$ cat config.mk
export PLATFORM = sky130hd
export DESIGN_NAME = sram_mem_ctrl
export DESIGN_NICKNAME = d
export VERILOG_FILES = /design/src/rtl/sram_mem_ctrl.sv
export SDC_FILE = /design/constraint.sdc
export NUM_CORES = 1
export LEC_CHECK = 0
export ABC_AREA = 1
export CAP_MARGIN = 20
export CORE_UTILIZATION = 50
export DETAILED_ROUTE_END_ITERATION = 10
export PLACE_DENSITY = 0.89
export SLEW_MARGIN = 0
export SYNTH_ARGS = -nofsm -noshare
export SYNTH_HDL_FRONTEND = slang
export SYNTH_SLANG_ARGS = --single-unit
$ cat constraint.sdc
create_clock -name clk -period 5.5 [get_ports clk]
set_clock_uncertainty 0.2 [all_clocks]
set_input_delay 0.55 -clock clk [delete_from_list [all_inputs] [get_ports clk]]
set_output_delay 0.55 -clock clk [all_outputs]
set_load 0.02 [all_outputs]
$ cat src/rtl/sram_mem_ctrl.sv
// MEM-stage word access controller for a 16-bit asynchronous SRAM (two halfword phases per word).
// Optional last-write forwarding buffer enabled with `define SRAM_LASTWR_FWD_EN.
module sram_mem_ctrl #(
    parameter logic [31:0] BASE_ADDR   = 32'd1024,
    parameter int unsigned WAIT_CYCLES = 3,
    parameter int unsigned SRAM_AW     = 18
) (
    input  logic               clk,
    input  logic               rst,
    input  logic               mem_read,
    input  logic               mem_write,
    input  logic [31:0]        address,
    input  logic [31:0]        write_data,
    output logic [31:0]        read_data,
    output logic               ready,
    output logic [SRAM_AW-1:0] SRAM_ADDR,
    output logic [15:0]        SRAM_DQ_out,
    input  logic [15:0]        SRAM_DQ_in,
    output logic               SRAM_DQ_oe,
    output logic               SRAM_WE_N
);

    localparam int unsigned WA   = SRAM_AW - 1;
    localparam logic [3:0]  LAST = 4'(WAIT_CYCLES - 1);

    typedef enum logic [1:0] {
        IDLE = 2'd0,
        LOW  = 2'd1,
        HIGH = 2'd2,
        DONE = 2'd3
    } state_t;

    state_t              state_q;
    logic [3:0]          cnt_q;
    logic                wr_q;
    logic [WA-1:0]       w_q;
    logic [31:0]         wdata_q;
    logic [31:0]         rdata_q;
    logic [SRAM_AW-1:0]  addr_q;
    logic [15:0]         dq_q;
    logic                oe_q;
    logic                we_n_q;

    logic                req;
    logic [WA-1:0]       w_in;
    logic [3:0]          cnt_d;
    logic                fwd_hit;
    logic [31:0]         fwd_rdata;

    assign req   = mem_read | mem_write;
    // Word index wraps onto the SRAM: bits above the halfword address width are dropped.
    assign w_in  = WA'((address - BASE_ADDR) >> 2);
    assign cnt_d = cnt_q + 4'd1;

`ifdef SRAM_LASTWR_FWD_EN
    logic          fwd_valid_q;
    logic [WA-1:0] fwd_w_q;
    logic [31:0]   fwd_data_q;

    always_ff @(posedge clk or negedge rst) begin
        if (!rst) begin
            fwd_valid_q <= 1'b0;
            fwd_w_q     <= '0;
            fwd_data_q  <= '0;
        end else if (state_q == DONE && wr_q) begin
            fwd_valid_q <= 1'b1;
            fwd_w_q     <= w_q;
            fwd_data_q  <= wdata_q;
        end
    end

    assign fwd_hit   = mem_read & ~mem_write & fwd_valid_q & (fwd_w_q == w_in);
    assign fwd_rdata = fwd_data_q;
`else
    assign fwd_hit   = 1'b0;
    assign fwd_rdata = '0;
`endif

    always_ff @(posedge clk or negedge rst) begin
        if (!rst) begin
            state_q <= IDLE;
            cnt_q   <= '0;
            wr_q    <= 1'b0;
            w_q     <= '0;
            wdata_q <= '0;
            rdata_q <= '0;
            addr_q  <= '0;
            dq_q    <= '0;
            oe_q    <= 1'b0;
            we_n_q  <= 1'b1;
        end else begin
            case (state_q)
                IDLE: begin
                    if (req) begin
                        wr_q    <= mem_write;
                        w_q     <= w_in;
                        wdata_q <= write_data;
                        cnt_q   <= '0;
                        if (fwd_hit) begin
                            rdata_q <= fwd_rdata;
                            state_q <= DONE;
                        end else begin
                            state_q <= LOW;
                            addr_q  <= {w_in, 1'b0};
                            dq_q    <= write_data[15:0];
                            oe_q    <= mem_write;
                            we_n_q  <= ~mem_write;
                        end
                    end
                end
                LOW: begin
                    if (cnt_q == LAST) begin
                        if (!wr_q) begin
                            rdata_q[15:0] <= SRAM_DQ_in;
                        end
                        state_q <= HIGH;
                        cnt_q   <= '0;
                        addr_q  <= {w_q, 1'b1};
                        dq_q    <= wdata_q[31:16];
                        we_n_q  <= ~wr_q;
                    end else begin
                        cnt_q  <= cnt_d;
                        // Strobe released on the final cycle of the phase to hold data.
                        we_n_q <= ~wr_q | (cnt_d == LAST);
                    end
                end
                HIGH: begin
                    if (cnt_q == LAST) begin
                        if (!wr_q) begin
                            rdata_q[31:16] <= SRAM_DQ_in;
                        end
                        state_q <= DONE;
                        cnt_q   <= '0;
                        oe_q    <= 1'b0;
                        we_n_q  <= 1'b1;
                    end else begin
                        cnt_q  <= cnt_d;
                        we_n_q <= ~wr_q | (cnt_d == LAST);
                    end
                end
                DONE: begin
                    state_q <= IDLE;
                end
                default: begin
                    state_q <= IDLE;
                end
            endcase
        end
    end

    assign ready       = ~rst | ((state_q == IDLE) & ~req) | (state_q == DONE);
    assign read_data   = rdata_q;
    assign SRAM_ADDR   = addr_q;
    assign SRAM_DQ_out = dq_q;
    assign SRAM_DQ_oe  = oe_q;
    assign SRAM_WE_N   = we_n_q;

endmodule

* Yosys cells after proc, flatten, opt, wreduce, memory -nomap -nowiden
Cells that the tools add are included.
** Operators by class
- Bitwise operators :: 9
- Add/subtract/negate cells :: 2
- Reduce and logical (&&, ||, !) cells :: 14
- Multiplexer cells :: 20
- Eq/ne operators :: 8
** Operators with widths (count)
- $mux 18 :: 2
- $pmux 18 s2 :: 1
- $mux 16 :: 2
- $pmux 16 s2 :: 1
- $sub 19x11->19 const B :: 1
- $reduce_and 3->1 :: 5
- $eq 4x2->1 const B :: 2
- $mux 4 :: 2
- $pmux 2 s4 :: 1
- $pmux 4 s2 :: 1
- $mux 2 :: 3
- $ne 2x2->1 const B :: 3
- $reduce_and 2->1 :: 3
- $reduce_bool 2->1 :: 3
- $mux 1 :: 5
- $add 4x1->4 const B :: 1
- $eq 2x2->1 const B :: 2
- $not 1->1 :: 4
- $or 1x1->1 :: 4
- $pmux 1 s3 :: 1
- $reduce_bool 3->1 :: 1
- $eq 2x1->1 const B :: 1
- $logic_not 2->1 :: 1
- $pmux 1 s2 :: 1
- other kinds (2) :: 2
** Storage, ports and cells
- Word-level logic and storage cells :: 64
- Output and inout port bits :: 69
- Input port bits :: 84
- Flip-flop bits (word level) :: 124

* Longest topological paths before layout
- Depth in word-level cells :: 5
- Depth in mapped cells :: 10
- Depth with buffers taken out :: 9

* Worst setup path before layout
OpenSTA, ideal clock, no wires.
- Path type :: reg-to-output
- Start point :: register state_q[0]
- End point :: output ready
- Required time :: 4.750 ns
- Data arrival time :: 1.110 ns
- Path buffers :: 0
- Slack :: 3.640 ns
- Stages on the path, launching flop included :: 5
- Cell sequence :: dfrtp_1 > inv_1 > ha_1 > nand3_2 > nand3b_1
** On the way
- Longest elaborated chain between the ends :: 4
- Elaborated cells between the ends (all ways) :: 5
- Those cells by class :: 1 x eq/ne; 3 x bitwise; 1 x reduce/logical
** Ends and longest elaborated chain
- from (decl) :: RTL line 33 : state_t state_q;
- from (signal assigned) :: RTL line 81 : state_q <= IDLE;
- from (signal assigned) :: RTL line 101 : state_q <= DONE;
- from (signal assigned) :: RTL line 103 : state_q <= LOW;
- $logic_not 2->1 :: RTL line 151 : assign ready = ~rst | ((state_q == IDLE) & ~req) | (state_q == DONE);
- $and 1x1->1 :: RTL line 151
- $or 1x1->1 :: RTL line 151
- $or 1x1->1 (*) :: RTL line 151
- to (decl) :: RTL line 15 : output logic ready,
Mark *: on every way between the ends. The rest lies on a longest branch, timed or not.

* Final worst setup path
Same ends and word-level chain as after synthesis.

==> metrics.yaml <==
finalSetupViolCount: 0
crit_path_cell_trace: "inv_1, ha_1, nand3_2, nand3b_1, clkdlybuf4s50_1"
route.detailed.drc: 0
avgSynthCellArea_um2: 8.57
critPathMaxStageDelay_ns: 0.63
cap_violations: 0
gp_congestion: 0.817
period_share_pct: 53.1
critPathMaxFanout: 7
p_leak_nw: 3.15
grt_overflow_total: 0
syn_nets: 658
synth_seq_cells: 108
drtIter0Drc: 207
path_buf_inv: 2
grt_pass1_wl_um: 18700
clockBufferDepth: 2
run_status: "complete, no violations"
antenna_found_initial: 0
wl_um: 11400
fillers: 703
drt-pass1-iter-count: 5
setup_tns_ns: 0
vias_per_cell: 5.06
synth_warnings: 0
synth_edf_count: 0
ys_async_sr_fraction_pct: 100
grtUsageTotal_pct: 23.5
final_cell_area_um2: 6440
grt_max_degree: 62
area_delta_synth_final_pct: 33.4
worstPathArrival_ns: 2.17
cts_hold_buf: 0
ant_nets: 0
grt_pass1_vias: 4070
seq_area_frac_synth_pct: 56.0
fp.coreArea_um2: 9280
cts_sinks: 108
portBuffers: 137
dpl_worst_slack_ns: 2.70
fp-row-count: 35
power_mw: 3.94
dpl.hpwl_um: 7800
powerDensity_nw_per_um2: 611
critPathLaunchType: "register"
chipHeight_um: 100
n_antenna_cell: 0
maxSlewHeadroom_pct: 35.7
setup_ws_ns: 2.58
drive_gt1_share_pct: 5.04
slew_viol_final: 0
worstPathRequired_ns: 4.75
synth_area_um2: 4830
worstSkewPairLatency_ns: 0.37
top_layer_used: "met4"
final_nets: 784
dominantRegCellSynth: "dfrtp_1"
cp_top_family: "buffers and inverters"
path_clk_slew_ns: 0.11
hold_path_class: "in -> async"
fmax_mhz: 342
peakVddDrop_uv: 333
cp-end-kind: "primary output"
die_area_um2: 10100
dpl-instance-area_um2: 6250
cts_buffers: 9
vias: 4172
initial_utilization_pct: 52.0
netlist_instances: 564
finalHoldViolations: 0
cts.repair.resized: 0
wl_met2_um: 5510
dr_wl_met3_um: 948
rsz0062_at_grt: "false"
yosysUniqueCellTypes: 25
wl_per_cell_um: 13.8
path_class: "reg -> out"
cts_setup_buffers: 0
cts_tree: "yes"
crit_slowest_cell: "clkdlybuf4s50_1"
met1Wirelength_um: 4770
htree_num_levels: 3
worst_pin_slew_ns: 0.962
cts_root_buf: "clkbuf_8"
dieWidth_um: 100
layout_min_cycle_time_ns: 2.92
io_pins: 153
## cells by family (layout without fill, tap and decap cells)
family / Yosys count / count (layout) / synth area share, %
AOI/OAI and AO/OA: 98 / 98 / 11.7
xor gates and xnor gates: 2 / 2 / 0.363
adders and majority gates: 10 / 10 / 2.59
buffers and inverters: 82 / 213 / 7.15
DFF: 108 / 108 / 56.0
and+or+nand+nor: 264 / 264 / 22.2
## cells in the mapped netlist (6+ instances only)
library cell  number  area share, %
clkbuf_1          11           0.85
ha_1              10            2.6
o211ai_1          27            4.2
nor2_1            22            1.7
buf_2             12            1.2
or2_0              6           0.78
o21ai_0           57            5.9
or2_2              6           0.78
inv_1             50            3.9
nand3_1           11            1.1
dfrtp_1          107             55
nand2_1          208             16
a21oi_1            6           0.62
## area by class of cell
class	instances	area [um^2]	area share, %
Clock inverter	5	43.8	0.680
Tap cell	129	161	2.51
Multi-Input combinational cell	374	1780	27.7
Inverter	55	206	3.20
Sequential cell	108	2700	42.0
Clock buffer	11	131	2.04
Timing Repair Buffer	142	1410	21.9
## metal layers
metal,global-route usage [%],up-vias
met5,0,-
met4,8.03,0
met3,6.13,15
met2,39.1,149
met1,29.9,1975
li1,-,2033
## placed cells by master (no fill, tap or decap), types with 3 or more instances in the layout
cell type        netlist  routed
a21oi_1                6       6
a31oi_1                3       3
buf_4                  2       5
clkbuf_8               0       9
clkdlybuf4s50_1        0     136
dfrtp_1              107     107
ha_1                  10      10
inv_1                 50      50
inv_2                  5       5
inv_6                  0       3
nand2_1              208     208
nand3_1               11      11
nand3_2                3       3
nor2_1                22      22
o211ai_1              27      27
o21ai_0               57      57
o21ai_1                3       3
or2_0                  6       6
or2_1                  5       5
or2_2                  6       6
## state kept, by name, summed over array words and instances, names as in the netlist
| name | flops |
|---|---|
| SRAM_ADDR | 18 |
| wdata_q | 16 |
| SRAM_WE_N | 1 |
| read_data | 32 |
| SRAM_DQ_oe | 1 |
| wr_q | 1 |
| state_q | 2 |
| SRAM_DQ_out | 16 |
| cnt_q | 4 |
| w_q | 17 |
## power breakdown
part	internal, mW	leakage (nW)	switching [mW]	total (mW)
clock network	0.172	0.0889	0.273	0.446
registers	1.20	1.31	0.223	1.43
logic	0.856	1.75	1.21	2.07
## path summary, 6_finish.rpt
kind                             startpoint      endpoint  slack [ns]  cells past startpoint
max in group asynchronous               rst   wdata_q[29]        3.93                      2
min in group clk                wdata_q[24]   wdata_q[24]        0.28                      2
worst max-delay path             state_q[0]         ready        2.58                      5
worst min register to register  wdata_q[24]   wdata_q[24]        0.28                      2
worst max register to register   state_q[1]  SRAM_ADDR[2]        2.84                      9
worst min-delay path                    rst  SRAM_ADDR[6]        0.02                      1
## metrics by stage
stage | hold WS (ns) | std cells | utilization, %
after global placement | 0.254 | 807 | 67.3
after CTS | 0.0611 | 823 | 69.2
final | 0.0231 | 824 | 69.4
after global routing | 0.0693 | 824 | 69.4
after floorplan | 0.0544 | 564 | -
after detailed placement | 0.260 | 807 | 67.3
Power figures use the tool's default switching activity.
